===== src/rtl/pc_next_if.sv =====
`default_nettype none
// ============================================================================
//  Module      : pc_next_if
//  Description : Bundle of signals between the execute/hazard logic and the
//                program-counter stage.
//                master modport : pipeline side (drives redirect/stall/halt
//                                 requests, receives PC and status)
//                slave modport  : pc_next_unit side
//  Signals     : pcsel, br_pc, br_imm, jmp, jmp_index, jr, jr_addr, stall,
//                halt, resume (requests into the PC stage);
//                pc, pc_plus4, flush, halted, redirect_cnt (PC stage results)
//  Revision    : 1.0  initial release
// ============================================================================
interface pc_next_if #(
    parameter int DATA_BITS = 32,
    parameter int CNT_BITS  = 32
);
    // Requests from EX / hazard unit
    logic                  pcsel;
    logic [DATA_BITS-1:0]  br_pc;
    logic [15:0]           br_imm;
    logic                  jmp;
    logic [25:0]           jmp_index;
    logic                  jr;
    logic [DATA_BITS-1:0]  jr_addr;
    logic                  stall;
    logic                  halt;
    logic                  resume;

    // Results from the PC stage
    logic [DATA_BITS-1:0]  pc;
    logic [DATA_BITS-1:0]  pc_plus4;
    logic                  flush;
    logic                  halted;
    logic [CNT_BITS-1:0]   redirect_cnt;

    modport master (
        output pcsel, br_pc, br_imm, jmp, jmp_index, jr, jr_addr,
               stall, halt, resume,
        input  pc, pc_plus4, flush, halted, redirect_cnt
    );

    modport slave (
        input  pcsel, br_pc, br_imm, jmp, jmp_index, jr, jr_addr,
               stall, halt, resume,
        output pc, pc_plus4, flush, halted, redirect_cnt
    );
endinterface
`default_nettype wire


===== src/rtl/pc_next_unit.sv =====
`default_nettype none
// ============================================================================
//  Module      : pc_next_unit
//  Description : Program-counter stage. Holds the PC register, selects the
//                next fetch address (PC+4, branch, J/JAL, JR/JALR), raises a
//                one-cycle flush on a taken redirect, implements a RUN/HALTED
//                state machine and counts taken redirects.
//  Ports       : clk    - rising-edge clock
//                rst_n  - asynchronous active-low reset
//                bus    - pc_next_if.slave (requests in, pc/status out)
//  Parameters  : DATA_BITS (>= 29), RESET_PC, CNT_BITS
//  Revision    : 1.0  initial release
// ============================================================================
module pc_next_unit #(
    parameter int                   DATA_BITS = 32,
    parameter logic [DATA_BITS-1:0] RESET_PC  = 32'h0000_3000,
    parameter int                   CNT_BITS  = 32
) (
    input  wire        clk,
    input  wire        rst_n,
    pc_next_if.slave   bus
);

    localparam logic [DATA_BITS-1:0] c_PC_STEP = DATA_BITS'(4);
    localparam logic [CNT_BITS-1:0]  c_CNT_ONE = CNT_BITS'(1);

    typedef enum logic [0:0] {
        ST_RUN    = 1'b0,
        ST_HALTED = 1'b1
    } state_t;

    state_t                r_state;
    logic [DATA_BITS-1:0]  r_pc;
    logic                  r_halted;
    logic [CNT_BITS-1:0]   r_cnt;

    logic [DATA_BITS-1:0]  w_br_plus4;
    logic [DATA_BITS-1:0]  w_br_off;
    logic [DATA_BITS-1:0]  w_br_tgt;
    logic [DATA_BITS-1:0]  w_j_tgt;
    logic [DATA_BITS-1:0]  w_tgt;
    logic                  w_redirect;
    logic                  w_flush;

    // Targets are all relative to the instruction sitting in EX, not to the
    // current fetch PC.
    assign w_br_plus4 = bus.br_pc + c_PC_STEP;
    assign w_br_off   = {{(DATA_BITS-18){bus.br_imm[15]}}, bus.br_imm, 2'b00};
    assign w_br_tgt   = w_br_plus4 + w_br_off;
    // J/JAL keeps the region bits of the delay-slot address above bit 27.
    assign w_j_tgt    = {w_br_plus4[DATA_BITS-1:28], bus.jmp_index, 2'b00};

    assign w_redirect = bus.jr | bus.jmp | bus.pcsel;

    // Target priority: jr > jmp > branch.
    always_comb begin
        w_tgt = w_br_tgt;
        if (bus.jr) begin
            w_tgt = bus.jr_addr;
        end else if (bus.jmp) begin
            w_tgt = w_j_tgt;
        end
    end

    // A halt in the same cycle suppresses the redirect; nothing is flushed
    // while reset is asserted even if the request inputs are active.
    assign w_flush = w_redirect & ~bus.halt & (r_state == ST_RUN) & rst_n;

    always_ff @(posedge clk or negedge rst_n) begin
        if (!rst_n) begin
            r_state  <= ST_RUN;
            r_pc     <= RESET_PC;
            r_halted <= 1'b0;
            r_cnt    <= '0;
        end else begin
            case (r_state)
                ST_RUN: begin
                    if (bus.halt) begin
                        r_state  <= ST_HALTED;
                        r_halted <= 1'b1;
                    end else if (w_redirect) begin
                        // EX redirect overrides an ID-stage stall.
                        r_pc <= w_tgt;
                    end else if (!bus.stall) begin
                        r_pc <= r_pc + c_PC_STEP;
                    end
                end
                ST_HALTED: begin
                    // PC holds on the resume edge; fetch restarts next edge.
                    if (bus.resume) begin
                        r_state  <= ST_RUN;
                        r_halted <= 1'b0;
                    end
                end
                default: begin
                    r_state  <= ST_RUN;
                    r_halted <= 1'b0;
                end
            endcase

            if (w_flush) begin
                r_cnt <= r_cnt + c_CNT_ONE;
            end
        end
    end

    assign bus.pc           = r_pc;
    assign bus.pc_plus4     = r_pc + c_PC_STEP;
    assign bus.flush        = w_flush;
    assign bus.halted       = r_halted;
    assign bus.redirect_cnt = r_cnt;

endmodule
`default_nettype wire


===== src/flat_wrapper.sv =====
// flat-port wrapper written by rule: the top's interface ports become plain ports
module pc_next_unit_flat 
#(
    parameter int                   DATA_BITS = 32,
    parameter logic [DATA_BITS-1:0] RESET_PC  = 32'h0000_3000,
    parameter int                   CNT_BITS  = 32
)
  (clk, rst_n, bus_pcsel, bus_br_pc, bus_br_imm, bus_jmp, bus_jmp_index, bus_jr, bus_jr_addr, bus_stall, bus_halt, bus_resume, bus_pc, bus_pc_plus4, bus_flush, bus_halted, bus_redirect_cnt);
  pc_next_if #(.DATA_BITS(DATA_BITS), .CNT_BITS(CNT_BITS)) bus_i ();
  input  wire clk;
  input  wire rst_n;
  input wire logic [$bits(bus_i.pcsel)-1:0] bus_pcsel;
  input wire logic [$bits(bus_i.br_pc)-1:0] bus_br_pc;
  input wire logic [$bits(bus_i.br_imm)-1:0] bus_br_imm;
  input wire logic [$bits(bus_i.jmp)-1:0] bus_jmp;
  input wire logic [$bits(bus_i.jmp_index)-1:0] bus_jmp_index;
  input wire logic [$bits(bus_i.jr)-1:0] bus_jr;
  input wire logic [$bits(bus_i.jr_addr)-1:0] bus_jr_addr;
  input wire logic [$bits(bus_i.stall)-1:0] bus_stall;
  input wire logic [$bits(bus_i.halt)-1:0] bus_halt;
  input wire logic [$bits(bus_i.resume)-1:0] bus_resume;
  output wire logic [$bits(bus_i.pc)-1:0] bus_pc;
  output wire logic [$bits(bus_i.pc_plus4)-1:0] bus_pc_plus4;
  output wire logic [$bits(bus_i.flush)-1:0] bus_flush;
  output wire logic [$bits(bus_i.halted)-1:0] bus_halted;
  output wire logic [$bits(bus_i.redirect_cnt)-1:0] bus_redirect_cnt;
  assign bus_i.pcsel = bus_pcsel;
  assign bus_i.br_pc = bus_br_pc;
  assign bus_i.br_imm = bus_br_imm;
  assign bus_i.jmp = bus_jmp;
  assign bus_i.jmp_index = bus_jmp_index;
  assign bus_i.jr = bus_jr;
  assign bus_i.jr_addr = bus_jr_addr;
  assign bus_i.stall = bus_stall;
  assign bus_i.halt = bus_halt;
  assign bus_i.resume = bus_resume;
  assign bus_pc = bus_i.pc;
  assign bus_pc_plus4 = bus_i.pc_plus4;
  assign bus_flush = bus_i.flush;
  assign bus_halted = bus_i.halted;
  assign bus_redirect_cnt = bus_i.redirect_cnt;
  pc_next_unit #(.DATA_BITS(DATA_BITS), .RESET_PC(RESET_PC), .CNT_BITS(CNT_BITS)) u_core (.clk(clk), .rst_n(rst_n), .bus(bus_i));
endmodule

===== config.mk =====
export PLATFORM = sky130hd
export DESIGN_NAME = pc_next_unit_flat
export DESIGN_NICKNAME = d
export VERILOG_FILES = /design/src/rtl/pc_next_if.sv /design/src/rtl/pc_next_unit.sv /design/src/flat_wrapper.sv
export SDC_FILE = /design/constraint.sdc
export NUM_CORES = 1
export LEC_CHECK = 0
export ABC_AREA = 1
export ABC_CLOCK_PERIOD_IN_PS = 1800
export BUFFER_PORTS_ARGS = -buffer_cell sky130_fd_sc_hd__buf_2
export CORE_ASPECT_RATIO = 1.5
export CORE_MARGIN = 3
export CORE_UTILIZATION = 49
export CTS_CLUSTER_DIAMETER = 100
export DETAILED_ROUTE_END_ITERATION = 10
export PLACE_DENSITY = 0.79
export SLEW_MARGIN = 5
export SYNTH_ARGS = -nofsm -noshare
export SYNTH_HDL_FRONTEND = slang
export SYNTH_SLANG_ARGS = --single-unit

===== constraint.sdc =====
create_clock -name clk -period 1.8 [get_ports clk]
set_input_delay 0.09 -clock clk [delete_from_list [all_inputs] [get_ports clk]]
set_output_delay 0.09 -clock clk [all_outputs]
set_load 0.02 [all_outputs]

==> results of run 1 <==
## stage by stage
stage | utilization [%] | setup slack [ns]
2_1_floorplan | - | -0.423
3_3_place_gp | 72.6 | -1.02
3_5_place_dp | 72.6 | -1.07
4_1_cts | 86.0 | -0.438
## layer usage
layer  overflow  GRT usage (%)
met1          4           75.3
met2        244            103
met3          0           65.5
met4        114           94.0
met5          0           20.8
## what timing repair did
item,in CTS
gates resized for setup,287
gates cloned,0
endpoints found under the setup margin,60
buffers inserted,70
hold buffers,0
pin swaps,147
## logic make-up after synthesis
logic type | count (synthesis) | synth area share, %
compound gates | 153 | 11.4
xor+xnor | 87 | 10.5
fa+ha+maj | 38 | 6.64
buf+inv | 182 | 9.60
flops | 66 | 22.7
simple gates | 673 | 39.2
==> metrics.md, run 1 <==
| Metric | Value |
|---|---|
| Sequential element share of the synthesized area | 22.7% |
| Synth Cell Area | between 0.007 and 0.008 sq mm |
| Initial Util | between 50% and 60% |
| Ys flop type | dfrtp_1 |
| CTS Buffer Depth | 2 |
| Dpl hpwl | 23200 microns |
| Post-DP Area | 0.0103 sq mm |
| Synth top area cells | dfrtp_1, nand2_1, nor2_1, inv_1, xor2_1 |
| Worst Endpoint after GRT Repair | u_core.bus.pc[30]$_DFFE_PN0P_/D |
| Outcome | aborted with a tool error |
| Ys Warns | 0 |
| Post-synth EDFFs | 0 |
| Port buffer count | 211 |
| Total GRT Usage | 82.2% |
| Mean post-synth cell area | ~6 sq um |
| Most common cell in the netlist | nand2_1 |
| Chip width | 105 microns |
| Die height | 155 microns |
| RePlAce Congestion | 0.968 |
| Clk sink count | 66 |
| CTS H-tree lvls | 3 |
| WEP type | sequential cell input |
| Exit stage | global routing (5_1_grt) |
| Cell accounting for the most synthesized area | dfrtp_1 |
| Ports | between 200 and 250 |
| Clock root cell | clkbuf_16 |
| Post-synthesis net count | 1351 |
| Mapped Cells | ~1200 |
| Asr flop ratio synth | 100% |
| CTS Buf Count | 9 |
| Commonest cells post-synth | nand2_1, nor2_1, inv_1 |
| Maximum number of pins on one net before global-route repair | 67 |
| Synth top area share | between 20 and 25% |
| Inst Count DP | 1772 |
| Tool error message | [ERROR GRT-0232] Routing congestion too high. Check the congestion heatmap in the GUI. |
| # rows | 53 |
| GRT Residual Overflow | between 300 and 400 |
| Synth unique cells | 44 |
| Seq cells post-synth | 66 |
==> run 2, diff against run 1 <==
--- a/config.mk
+++ b/config.mk
@@ -6,14 +6,12 @@
 export NUM_CORES = 1
 export LEC_CHECK = 0
 export ABC_AREA = 1
-export ABC_CLOCK_PERIOD_IN_PS = 1800
+export ABC_CLOCK_PERIOD_IN_PS = 2300
 export BUFFER_PORTS_ARGS = -buffer_cell sky130_fd_sc_hd__buf_2
-export CORE_ASPECT_RATIO = 1.5
 export CORE_MARGIN = 3
-export CORE_UTILIZATION = 49
-export CTS_CLUSTER_DIAMETER = 100
+export CORE_UTILIZATION = 40
 export DETAILED_ROUTE_END_ITERATION = 10
-export PLACE_DENSITY = 0.79
+export PLACE_DENSITY_LB_ADDON = 0.15
 export SLEW_MARGIN = 5
 export SYNTH_ARGS = -nofsm -noshare
 export SYNTH_HDL_FRONTEND = slang
==> constraint.sdc (replaced) <==
create_clock -name clk -period 2.3 [get_ports clk]
set_input_delay 0.115 -clock clk [delete_from_list [all_inputs] [get_ports clk]]
set_output_delay 0.115 -clock clk [all_outputs]
set_load 0.02 [all_outputs]
==> run 2 against run 1 <==
Compared with the run above:
- synthesized area unchanged
- the flow now finishes, with violations (setup timing)
- synthesized cell count did not move
==> metrics.md, run 2 <==
| Metric | Value |
|---|---|
| Internal Power | 0.00360 W |
| Clk pwr share | 22.1% |
| Hold WC Path Type | in -> async |
| Starting DRT DRC Count | 490 |
| Reg2reg end | u_core.bus.redirect_cnt[30] |
| Startpoint Class | primary input |
| CP startpoint | bus_br_pc[2] |
| Clock root cell | clkbuf_16 |
| Core Box Area | 0.0175 sq mm |
| Post-DR wirelength/cell | about 15 microns |
| Ys Warns | 0 (unchanged) |
| CTS Buf Count | 9 (unchanged) |
| Vias in the first global route | 8425 |
| GRT Residual Overflow | 0 |
| Final WS setup | -0.0423 ns |
| Crit-path max FO | 4 |
| Setup violators final | 8 |
| RSZ-0062 raised after global routing | yes |
| GRT Max-Usage Layer | met2 |
| Asr flop ratio synth | 100% (unchanged) |
| DRT Pass-1 Iters | 5 |
| Final instance area | 0.0113 sq mm |
| Port buffer count | 211 (unchanged) |
| Flop pwr share | a little over a quarter |
| RePlAce Congestion | 0.963 (-0.56%) |
| Total number of vias | 9071 |
| Commonest cells after routing, fill and taps aside | nand2_1, buf_2, buf_4 |
| Dpl hpwl | 21900 microns (-5.3%) |
| Failing checks | setup timing |
| Maximum number of pins on one net before global-route repair | 67 |
| CTS H-tree lvls | 3 (unchanged) |
| Post-synth EDFFs | 0 (unchanged) |
| Later-pin clock latency in the skew report | 0.34 ns |
| Synth top area share | 22.0% (unchanged) |
| CP endpoint | u_core.bus.pc[28] |
| Post-DRT Antenna Nets | 0 |
| CTS tree | built |
| Post-DP Area | 0.00969 sq mm (-6.4%) |
| Clk slew on worst S/H paths | 0.06 ns |
| Commonest non-fill, non-tap cell in the layout | nand2_1 |
| Slew HR | 41.7% |
| Initial Util | 41.5% (-9.5 points) |
| Outcome | complete, but fails checks |
| Mean post-synth cell area | 6.07 sq um (unchanged) |
| Nets | 1720 |
| Lkg Pwr | 5.91 nW |
| Synth top area cells | dfrtp_1, nand2_1, nor2_1, inv_1, xor2_1 |
| CTS Buffer Depth | 2 (unchanged) |
| Worst clock skew | 0.00776 ns |
| Max-cap violations | 0 |
| Final worst path period need | 2.34 ns |
| Gate power share | 51.8% |
| Total GRT Usage | about a quarter |
| Mapped Cells | 1199 (unchanged) |
| Die Area | 0.0198 sq mm |
| Post-synthesis net count | 1351 (unchanged) |
| Peak supply drop | around 0.00058 V |
| Reg-to-Reg Start | u_core.r_state |
| Least-Margin Pin Slew | 0.874 ns |
| Sequential element share of the synthesized area | 22.7% (unchanged) |
| Via-to-Cell Ratio | 5.04 |
| Routed Wire Length | about 28000 microns |
| Clk sink count | 66 (unchanged) |
| Data required, critical path | 2.53 ns |
| Post-Route Utilization | 64.3% |
| Total power | 0.00654 W |
| Met1 usage | ~38% |
| Chip width | 141 microns (+34%) |
| FF-to-FF setup slack | 0.31 ns |
| Met3 usage | about 3.3% |
| First-pass GRT wire length | about 43000 microns |
| Inst Count DP | 1759 (-0.73%) |
| R2R depth | 9 |
| Final count of pins violating max slew | 0 |
| Achievable Freq | 427 MHz |
| Synth unique cells | 44 (unchanged) |
| Antenna violations before repair | 1 |
| Most common cell in the netlist | nand2_1 |
| GR Layer Usage met2 | 41.3% |
| Switching Share | ~45% |
| Synth Cell Area | 0.00728 sq mm (unchanged) |
| Seq cells post-synth | 66 (unchanged) |
| Ys flop type | dfrtp_1 |
| Psw | 0.00295 W |
| # rows | 48 (-9.4%) |
| Share of cells above drive strength 1 | 39.4% |
| DR DRC count | 0 |
| Ports | 212 (unchanged) |
| Commonest cells post-synth | nand2_1, nor2_1, inv_1 |
| Cts hold-fix bufs | 0 (unchanged) |
| Finished Layout Cells | around 1800 |
| CP Capture Type | flip-flop |
| Worst Path Class, Setup | in -> reg |
| Pre-CTS setup slack | -0.699 ns (+0.369 ns) |
| Fin. Hold Viols | 0 |
| Cell accounting for the most synthesized area | dfrtp_1 |
| Final period util | 102% |
| Crit path DAT | ~2.6 ns |
| Area added between synthesis and finish | 54.9% |
| Power Dens Cells | ~580 mW/mm^2 |
| Die height | 141 microns (-9.3%) |
run 2: cell counts after synthesis:
No cell type changed its count.
run 2: kinds of logic after synthesis:
group	after synthesis	synth area share, %
buffers and inverters	182	9.60
DFF	66	22.7
adders and majority gates	38	6.64
AOI/OAI and AO/OA	153	11.4
xor gates and xnor gates	87	10.5
and+or+nand+nor	673	39.2
run 2: critical path, stage by stage:
cell and delay (ns):
buf_12 0.09, inv_4 0.03, nor2_4 0.15, nand2_4 0.08, nor2_4 0.09, nand4_1 0.13
nor2_2 0.18, buf_4 0.13, nand3_2 0.05, xor2_1 0.12, inv_1 0.08, ha_4 0.25
nand2_4 0.12, buf_4 0.13, nor2_2 0.03, nor2_1 0.12, nand2_2 0.07, a21oi_2 0.11
nand3_1 0.11, nand3_2 0.10, nand2_1 0.05, nand2_1 0.05, nand2_1 0.05, nand2_1 0.07
nand2_1 0.04
run 2: cell type report:
cell class / count / area (sq um)
clock inverters: 5 / 60.1
fillers: 1653 / 6260
flip-flops and latches: 66 / 1650
clock buffers: 11 / 253
diodes: 1 / 2.50
well taps: 225 / 282
inverters: 157 / 597
multi-input cells: 951 / 5990
repair buffers: 383 / 2440
run 2: repair_timing:
| action | CTS | global route |
|---|---|---|
| pin swaps | 37 | 100 |
| endpoints found under the setup margin | 16 | 31 |
| gates resized for setup | 82 | 189 |
| setup buffers | 6 | 17 |
run 2: layer usage:
layer | wire [microns] | share of wire, %
met2 | 12800 | 46
met4 | 861 | 3.1
met1 | 12400 | 45
met5 | 0 | 0
met3 | 1630 | 5.9
run 2: through the flow:
step / TNS (ns) / hold WS, ns
after detailed placement: -9.30 / 0.393
after global placement: -8.64 / 0.375
final: -0.181 / 0.0140
after floorplan: 0 / -0.181
after global routing: -2.83 / 0.0482
after CTS: -0.226 / 0.0272
run 2: how the worst min path moves through the flow:
stage | startpoint | to | slack (ns) | cells after the start
final | rst_n | u_core.bus.redirect_cnt[28] | 0.01 | 2
after global placement | bus_resume | u_core.r_state | 0.37 | 4
after floorplan | rst_n | u_core.bus.halted | -0.18 | 0
after global routing | bus_jr_addr[1] | u_core.bus.pc[1] | 0.05 | 3
after detailed placement | bus_jr_addr[1] | u_core.bus.pc[1] | 0.39 | 3
after CTS | bus_jr_addr[1] | u_core.bus.pc[1] | 0.03 | 3
run 2: power groups by stage:
stage	registers, W	clock network [W]	logic, W
2_1_floorplan	0.00192	0	0.00153
3_3_place_gp	0.00171	0	0.00297
3_5_place_dp	0.00171	0	0.00299
4_1_cts	0.00169	0.00148	0.00308
5_1_grt	0.00175	0.00153	0.00369
6_report	0.00171	0.00145	0.00339
(Power assumes the default switching activity.)
==> run 3, diff against run 2 <==
--- a/config.mk
+++ b/config.mk
@@ -9,7 +9,7 @@
 export ABC_CLOCK_PERIOD_IN_PS = 2300
 export BUFFER_PORTS_ARGS = -buffer_cell sky130_fd_sc_hd__buf_2
 export CORE_MARGIN = 3
-export CORE_UTILIZATION = 40
+export CORE_UTILIZATION = 41
 export DETAILED_ROUTE_END_ITERATION = 10
 export PLACE_DENSITY_LB_ADDON = 0.15
 export SLEW_MARGIN = 5
==> run 3 against run 2 <==
Compared with the run above:
- the run ends with hold timing, setup timing left
- count of clock-buffer cells in the layout is the same
- worst setup slack gained 0.0049 ns
- clock power shrank 9%
- register-to-register slack lost 0.06 ns
- via count is essentially flat
- non-clock buffer count grew 1
- clock skew grew 0.0052 ns
- critical endpoint is now u_core.bus.pc[31]
- combinational power shrank 1%
- critical path depth shrank 4
- sequential share of layout area grew 0.51 points
- cell area shrank 3.3%
==> metrics.md, run 3 (same netlist as run 2, synthesis figures left out) <==
| Metric | Value |
|---|---|
| RePlAce Congestion | 1.00 (+4.2%) |
| Met2 Wirelength | 12800 microns (-0.49%) |
| Initial Util | 41.9% (+0.43 points) |
| Inst Count DP | 1762 (+0.17%) |
| RSZ-0062 raised after global routing | yes |
| Lkg Pwr | 5.79 nW (-2.0%) |
| Later-pin clock latency in the skew report | 0.34 ns (about the same) |
| CTS tree | built |
| Commonest cells after routing, fill and taps aside | nand2_1, buf_2, buf_4 |
| Failing checks | hold timing, setup timing |
| M1 WL | 12800 microns (+2.8%) |
| Crit path DAT | 2.59 ns (+0.02 ns) |
| Clock root cell | clkbuf_16 |
| Die Area | 0.0194 sq mm (-2.3%) |
| CP max stage delay | 0.28 ns (+0.03 ns) |
| Diodes inserted | 0 (-1) |
| Commonest non-fill, non-tap cell in the layout | nand2_1 |
| Achievable Freq | 428 MHz (+0.21%) |
| Clk sink count | 66 (unchanged) |
| Total power | 0.00640 W (-2.2%) |
| Routed Wire Length | 28000 microns (+0.98%) |
| Outcome | complete, but fails checks |
| Startpoint Class | primary input |
| Most frequent CP cell | nand2_1 |
| Worst clock skew | 0.0130 ns (+0.00522 ns) |
| Die height | 139 microns (-1.2%) |
| Final WS setup | -0.0374 ns (+0.00488 ns) |
| Chip width | 139 microns (-1.2%) |
| R2R depth | 9 (unchanged) |
| Hold WC Path Type | in -> async |
| Final instance area | 0.0109 sq mm (-3.3%) |
| CTS Buf Count | 9 (unchanged) |
| Worst Path Class, Setup | in -> reg |
| Metal3 WL | 1740 microns (+6.9%) |
| DR DRC count | 0 (unchanged) |
| Nets | 1721 (+0.058%) |
| Antenna violations before repair | 0 (-1) |
| Post-DRT Antenna Nets | 0 (unchanged) |
| Clk slew on worst S/H paths | 0.06 ns (about the same) |
| Least-Margin Pin Slew | 0.864 ns (-0.00991 ns) |
| Total GRT Usage | 27.5% (+1.1 points) |
| CP Capture Type | flip-flop |
| Post-DR wirelength/cell | 15.6 microns (+1.1%) |
| Maximum number of pins on one net before global-route repair | 67 (unchanged) |
| FF+latch area | 0.00166 sq mm (about the same) |
| Slowest CP cell | nor4_4 |
| Ports | 212 (unchanged) |
| Reg-to-Reg Start | u_core.r_state |
| CTS H-tree lvls | 3 (unchanged) |
| Slew HR | 42.4% (+0.66 points) |
| Vias in the first global route | 8340 (-1.0%) |
| Data required, critical path | 2.55 ns (+0.02 ns) |
| Starting DRT DRC Count | 574 (+17%) |
| Area of the multi-input gates | 0.00568 sq mm (-5.2%) |
| Fill count | 1694 (+2.5%) |
| Pre-CTS setup slack | -0.596 ns (+0.103 ns) |
| CP cell instances | buf_2, nand2_1, nor2_2, nand2_1, buf_4, nor4_4, xor2_1, ha_4, nand2_2, inv_1, nand2_1, nand2_1, a21oi_1, nand2_1, inv_1, nand2_1, nand2_1, nand3_1, nand2_1, nand2_1, a21oi_1 |
| Post-DP Area | 0.00971 sq mm (+0.23%) |
| First-pass GRT wire length | 43800 microns (+2.9%) |
| Final worst path period need | 2.34 ns (-0.00488 ns) |
| Max-cap violations | 0 (unchanged) |
| FF-to-FF setup slack | 0.25 ns (-0.06 ns) |
| Crit-path max FO | 4 (unchanged) |
| Setup violators final | 3 (-5) |
| Hold_ws | -0.0184 ns (-0.0324 ns) |
| # rows | 48 (unchanged) |
| Total number of vias | 9066 (-0.055%) |
| Port buffer count | 211 (unchanged) |
| CTS Buffer Depth | 2 (unchanged) |
| Finished Layout Cells | 1797 (-0.11%) |
| Via-to-Cell Ratio | 5.05 (about the same) |
| DRT Pass-1 Iters | 5 (unchanged) |
| GRT Residual Overflow | 0 (unchanged) |
| Fin. Hold Viols | 8 (+8) |
| Max Used Layer | met4 |
| Power Dens Cells | 587 mW/mm^2 (+1.1%) |
| Reg2reg end | u_core.bus.redirect_cnt[30] |
| Peak supply drop | 0.000448 V (-22%) |
| Area added between synthesis and finish | 49.9% |
| Final count of pins violating max slew | 0 (unchanged) |
| Dpl hpwl | 22400 microns (+2.2%) |
| Final period util | 102% (-0.21 points) |
| Share of cells above drive strength 1 | 37.3% (-2.1 points) |
| Core Box Area | 0.0174 sq mm (-1.0%) |
==> run 3: metal layers <==
layer | GRT usage (%) | vias to the layer above
met5 | 0 | -
met4 | 7.11 | 0
met3 | 4.36 | 49
met2 | 43.5 | 326
met1 | 39.4 | 4116
li1 | - | 4575
==> run 3: cell type report <==
cell class / instances / share of cell area [%]
clock inverter: 3 / 0.390
sequential: 66 / 15.2
timing repair buffer: 384 / 22.2
multi-input combinational: 951 / 52.1
clock buffer: 11 / 2.13
tap: 225 / 2.58
inverter: 157 / 5.45
==> run 3: critical path: cells and delay by family <==
family                   cells  cell delay [ns]
buffers and inverters        4             0.38
adder cells (fa/ha/maj)      1             0.28
XOR/XNOR                     1             0.27
AND/OR/NAND/NOR             13             1.27
AO/OA/AOI/OAI                2             0.28
==> run 3: how the worst max path moves through the flow <==
| stage | startpoint | slack [ns] | end | cells past startpoint |
|---|---|---|---|---|
| 3_5_place_dp | bus_br_pc[2] | -0.60 | u_core.bus.pc[25] | 20 |
| 2_1_floorplan | bus_br_pc[2] | 0.009 | u_core.bus.pc[30] | 21 |
| 3_3_place_gp | bus_br_pc[2] | -0.60 | u_core.bus.pc[25] | 20 |
| 6_report | bus_br_pc[12] | -0.04 | u_core.bus.pc[31] | 21 |
| 5_1_grt | bus_br_pc[6] | -0.29 | u_core.bus.pc[30] | 24 |
| 4_1_cts | bus_br_pc[9] | -0.01 | u_core.bus.pc[29] | 23 |
==> run 3: where the power goes <==
part	internal (W)	switching, W
clock network	0.000825	0.000497
registers	0.00139	0.000338
logic	0.00128	0.00208
total	0.00349	0.00291
==> run 3: stage by stage <==
stage | setup TNS, ns | utilization [%]
final | -0.0899 | 62.8
after global routing | -2.44 | 62.8
after CTS | -0.0173 | 59.3
after detailed placement | -9.54 | 56.0
after global placement | -8.87 | 56.0
after floorplan | 0 | -
==> run 3: repair_timing <==
action / in CTS / in global routing
setup endpoints to repair: 19 / 35
pin swaps: 29 / 47
hold buffers: 0 / 0
buffers inserted: 10 / 11
endpoints found under the hold margin: 0 / 0
gates resized for setup: 59 / 152
==> run 4, diff against run 3 <==
--- a/config.mk
+++ b/config.mk
@@ -6,10 +6,11 @@
 export NUM_CORES = 1
 export LEC_CHECK = 0
 export ABC_AREA = 1
-export ABC_CLOCK_PERIOD_IN_PS = 2300
+export ABC_CLOCK_PERIOD_IN_PS = 2630
 export BUFFER_PORTS_ARGS = -buffer_cell sky130_fd_sc_hd__buf_2
 export CORE_MARGIN = 3
 export CORE_UTILIZATION = 41
+export CTS_BUF_LIST = sky130_fd_sc_hd__clkbuf_8 sky130_fd_sc_hd__clkbuf_16
 export DETAILED_ROUTE_END_ITERATION = 10
 export PLACE_DENSITY_LB_ADDON = 0.15
 export SLEW_MARGIN = 5
==> constraint.sdc (replaced) <==
create_clock -name clk -period 2.63 [get_ports clk]
set_input_delay 0.1315 -clock clk [delete_from_list [all_inputs] [get_ports clk]]
set_output_delay 0.1315 -clock clk [all_outputs]
set_load 0.02 [all_outputs]
==> run 4 against run 3 <==
Compared with the run above:
- the flow now finishes without violations
- sequential cell count did not move
- highest routed layer unchanged
- combinational power fell by 20%
- via count fell by 2.5%
- register-to-register slack improved by 0.25 ns
- global-route usage fell by 1.4 points
==> metrics.md, run 4 (same netlist as run 2, synthesis figures left out) <==
| Metric | Value |
|---|---|
| Post-DRT Antenna Nets | 0 (unchanged) |
| Setup_tns | 0 ns (+0.0899 ns) |
| Met3 usage | 3.47% (-0.89 points) |
| Ports | 212 (unchanged) |
| Outcome | finished clean |
| Post-DP Area | 0.00949 sq mm (-2.2%) |
| Hold WC Path Type | in -> reg |
| Clk slew on worst S/H paths | 0.06 ns (about the same) |
| Reg2reg end | u_core.bus.redirect_cnt[30] |
| Clk sink count | 66 (unchanged) |
| Slew HR | 42.1% (-0.26 points) |
| Routed Wire Length | 26200 microns (-6.4%) |
| Max-cap violations | 0 (unchanged) |
| Clock root cell | clkbuf_16 |
| Data required, critical path | 2.90 ns (+0.35 ns) |
| Share of cells above drive strength 1 | 29.8% (-7.4 points) |
| Achievable Freq | 400 MHz |
| Hold_ws | 0.0480 ns (+0.0664 ns) |
| WHS Path Cells | 4 |
| CTS Buf Count | 9 (unchanged) |
| Inst Count DP | 1741 (-1.2%) |
| CTS Buffer Depth | 2 (unchanged) |
| Setup violators final | 0 (-3) |
| FF-to-FF setup slack | 0.50 ns (+0.25 ns) |
| Crit-path max FO | 4 (unchanged) |
| Commonest non-fill, non-tap cell in the layout | nand2_1 |
| Worst Path Class, Setup | in -> reg |
| Peak supply drop | 0.000421 V (-5.9%) |
| Final worst path period need | 2.50 ns |
| DR DRC count | 0 (unchanged) |
| GRT Max-Usage Layer | met2 |
| Fin. Hold Viols | 0 (-8) |
| Area added between synthesis and finish | 41.8% |
| Hold Path Sink | u_core.bus.halted |
| Total number of vias | 8840 (-2.5%) |
| Final period util | 94.9% |
| Fill count | 1736 (+2.5%) |
| Chip width | 139 microns (unchanged) |
| GR Layer Usage met2 | 43.3% (-0.23 points) |
| Commonest cells after routing, fill and taps aside | nand2_1, buf_2, inv_1 |
| Die Area | 0.0194 sq mm (unchanged) |
| Initial Util | 41.9% (unchanged) |
| CTS H-tree lvls | 3 (unchanged) |
| Die height | 139 microns (unchanged) |
| Core Box Area | 0.0174 sq mm (unchanged) |
| # rows | 48 (unchanged) |
| Final count of pins violating max slew | 0 (unchanged) |
| Port buffer count | 211 (unchanged) |
| Maximum number of pins on one net before global-route repair | 67 (unchanged) |
| First-pass GRT wire length | 41400 microns (-5.5%) |
| CTS tree | built |
| Total power | 0.00548 W (-14%) |
| RePlAce Congestion | 0.980 (-2.3%) |
| Nets | 1685 (-2.1%) |
| Hold path start | bus_resume |
| Post-DR wirelength/cell | 14.9 microns (-4.7%) |
| RSZ-0062 raised after global routing | yes |
| Reg-to-Reg Start | u_core.r_state |
| Worst clock skew | 0.0124 ns (-0.000619 ns) |
| Lkg Pwr | 5.55 nW (-4.2%) |
| Dpl hpwl | 21600 microns (-3.8%) |
| Crit path DAT | 2.77 ns (+0.18 ns) |
| Startpoint Class | primary input |
| Power Dens Cells | 532 mW/mm^2 (-9.5%) |
| Met1 usage | 34.8% (-4.6 points) |
| DRT Pass-1 Iters | 6 (+1) |
| Total GRT Usage | 26.1% (-1.4 points) |
| Finished Layout Cells | 1766 (-1.7%) |
| Antenna violations before repair | 3 (+3) |
| CP Capture Type | flip-flop |
| Least-Margin Pin Slew | 0.868 ns (+0.00389 ns) |
| Later-pin clock latency in the skew report | 0.34 ns (about the same) |
| Final instance area | 0.0103 sq mm (-5.4%) |
| R2R depth | 9 (unchanged) |
| Starting DRT DRC Count | 426 (-26%) |
| GRT Residual Overflow | 0 (unchanged) |
| Via-to-Cell Ratio | 5.01 (-0.78%) |
| Vias in the first global route | 8281 (-0.71%) |
run 4: cell types whose count changed in the layout (fill, tap and decap cells not counted), moves of 12 or more:
cell	change
buf_4	-35
a21oi_2	-12
nor2_1	+19
a21oi_1	+14
nand2_1	+26
nor2_2	-16
nand2_2	-24
run 4: worst max-delay path: stages:
cell     delay, ns
buf_6         0.10
buf_4         0.11
ha_1          0.14
nand4_1       0.14
nor3_2        0.22
buf_4         0.17
xor2_1        0.15
ha_1          0.27
buf_4         0.16
nand2_1       0.10
inv_1         0.06
a21oi_2       0.17
nand3_2       0.16
nand2_1       0.09
nand2_1       0.06
a21oi_1       0.12
o21ai_0       0.09
nand2_1       0.12
nand2_1       0.08
a21oi_1       0.12
run 4: through the flow:
| step | setup slack (ns) | utilization (%) |
|---|---|---|
| 2_1_floorplan | 0.107 | - |
| 3_3_place_gp | -0.452 | 54.7 |
| 3_5_place_dp | -0.433 | 54.7 |
| 4_1_cts | 0.0148 | 56.6 |
| 5_1_grt | -0.0827 | 59.4 |
| 6_report | 0.133 | 59.4 |
run 4: layout make-up:
type | count | area, sq um | area share [%]
Multi-Input combinational cell | 951 | 5300 | 51.3
Timing Repair Buffer | 348 | 2160 | 20.9
Clock buffer | 9 | 225 | 2.18
Tap cell | 225 | 282 | 2.73
Antenna cell | 3 | 7.51 | 0.0728
Clock inverter | 7 | 100 | 0.971
Sequential cell | 66 | 1650 | 16.0
Inverter | 157 | 594 | 5.76
run 4: layer usage:
metal	routed length (microns)	share of wire [%]
met1	11700	45
met2	12200	46
met3	1440	5.5
met4	923	3.5
met5	0	0
run 4: how the worst max path moves through the flow:
stage,depth (start not counted),start,endpoint
floorplan,23,bus_br_pc[2],u_core.bus.pc[30]
global placement,22,bus_br_pc[2],u_core.bus.pc[22]
detailed placement,22,bus_br_pc[2],u_core.bus.pc[22]
CTS,24,bus_br_pc[2],u_core.bus.pc[30]
global route,24,bus_br_pc[2],u_core.bus.pc[30]
finish,20,bus_br_pc[2],u_core.bus.pc[21]
run 4: report_power, final:
group | switching [W] | internal [W]
sequential | 0.000278 | 0.00121
clock | 0.000487 | 0.000838
combinational | 0.00167 | 0.000997
total | 0.00243 | 0.00305
run 4: what timing repair did:
action                     in CTS  in global routing
setup endpoints to repair       3                 19
resized for setup               3                107
hold buffers                    0                  0
setup buffers                   0                  6
pin swaps                       0                 47
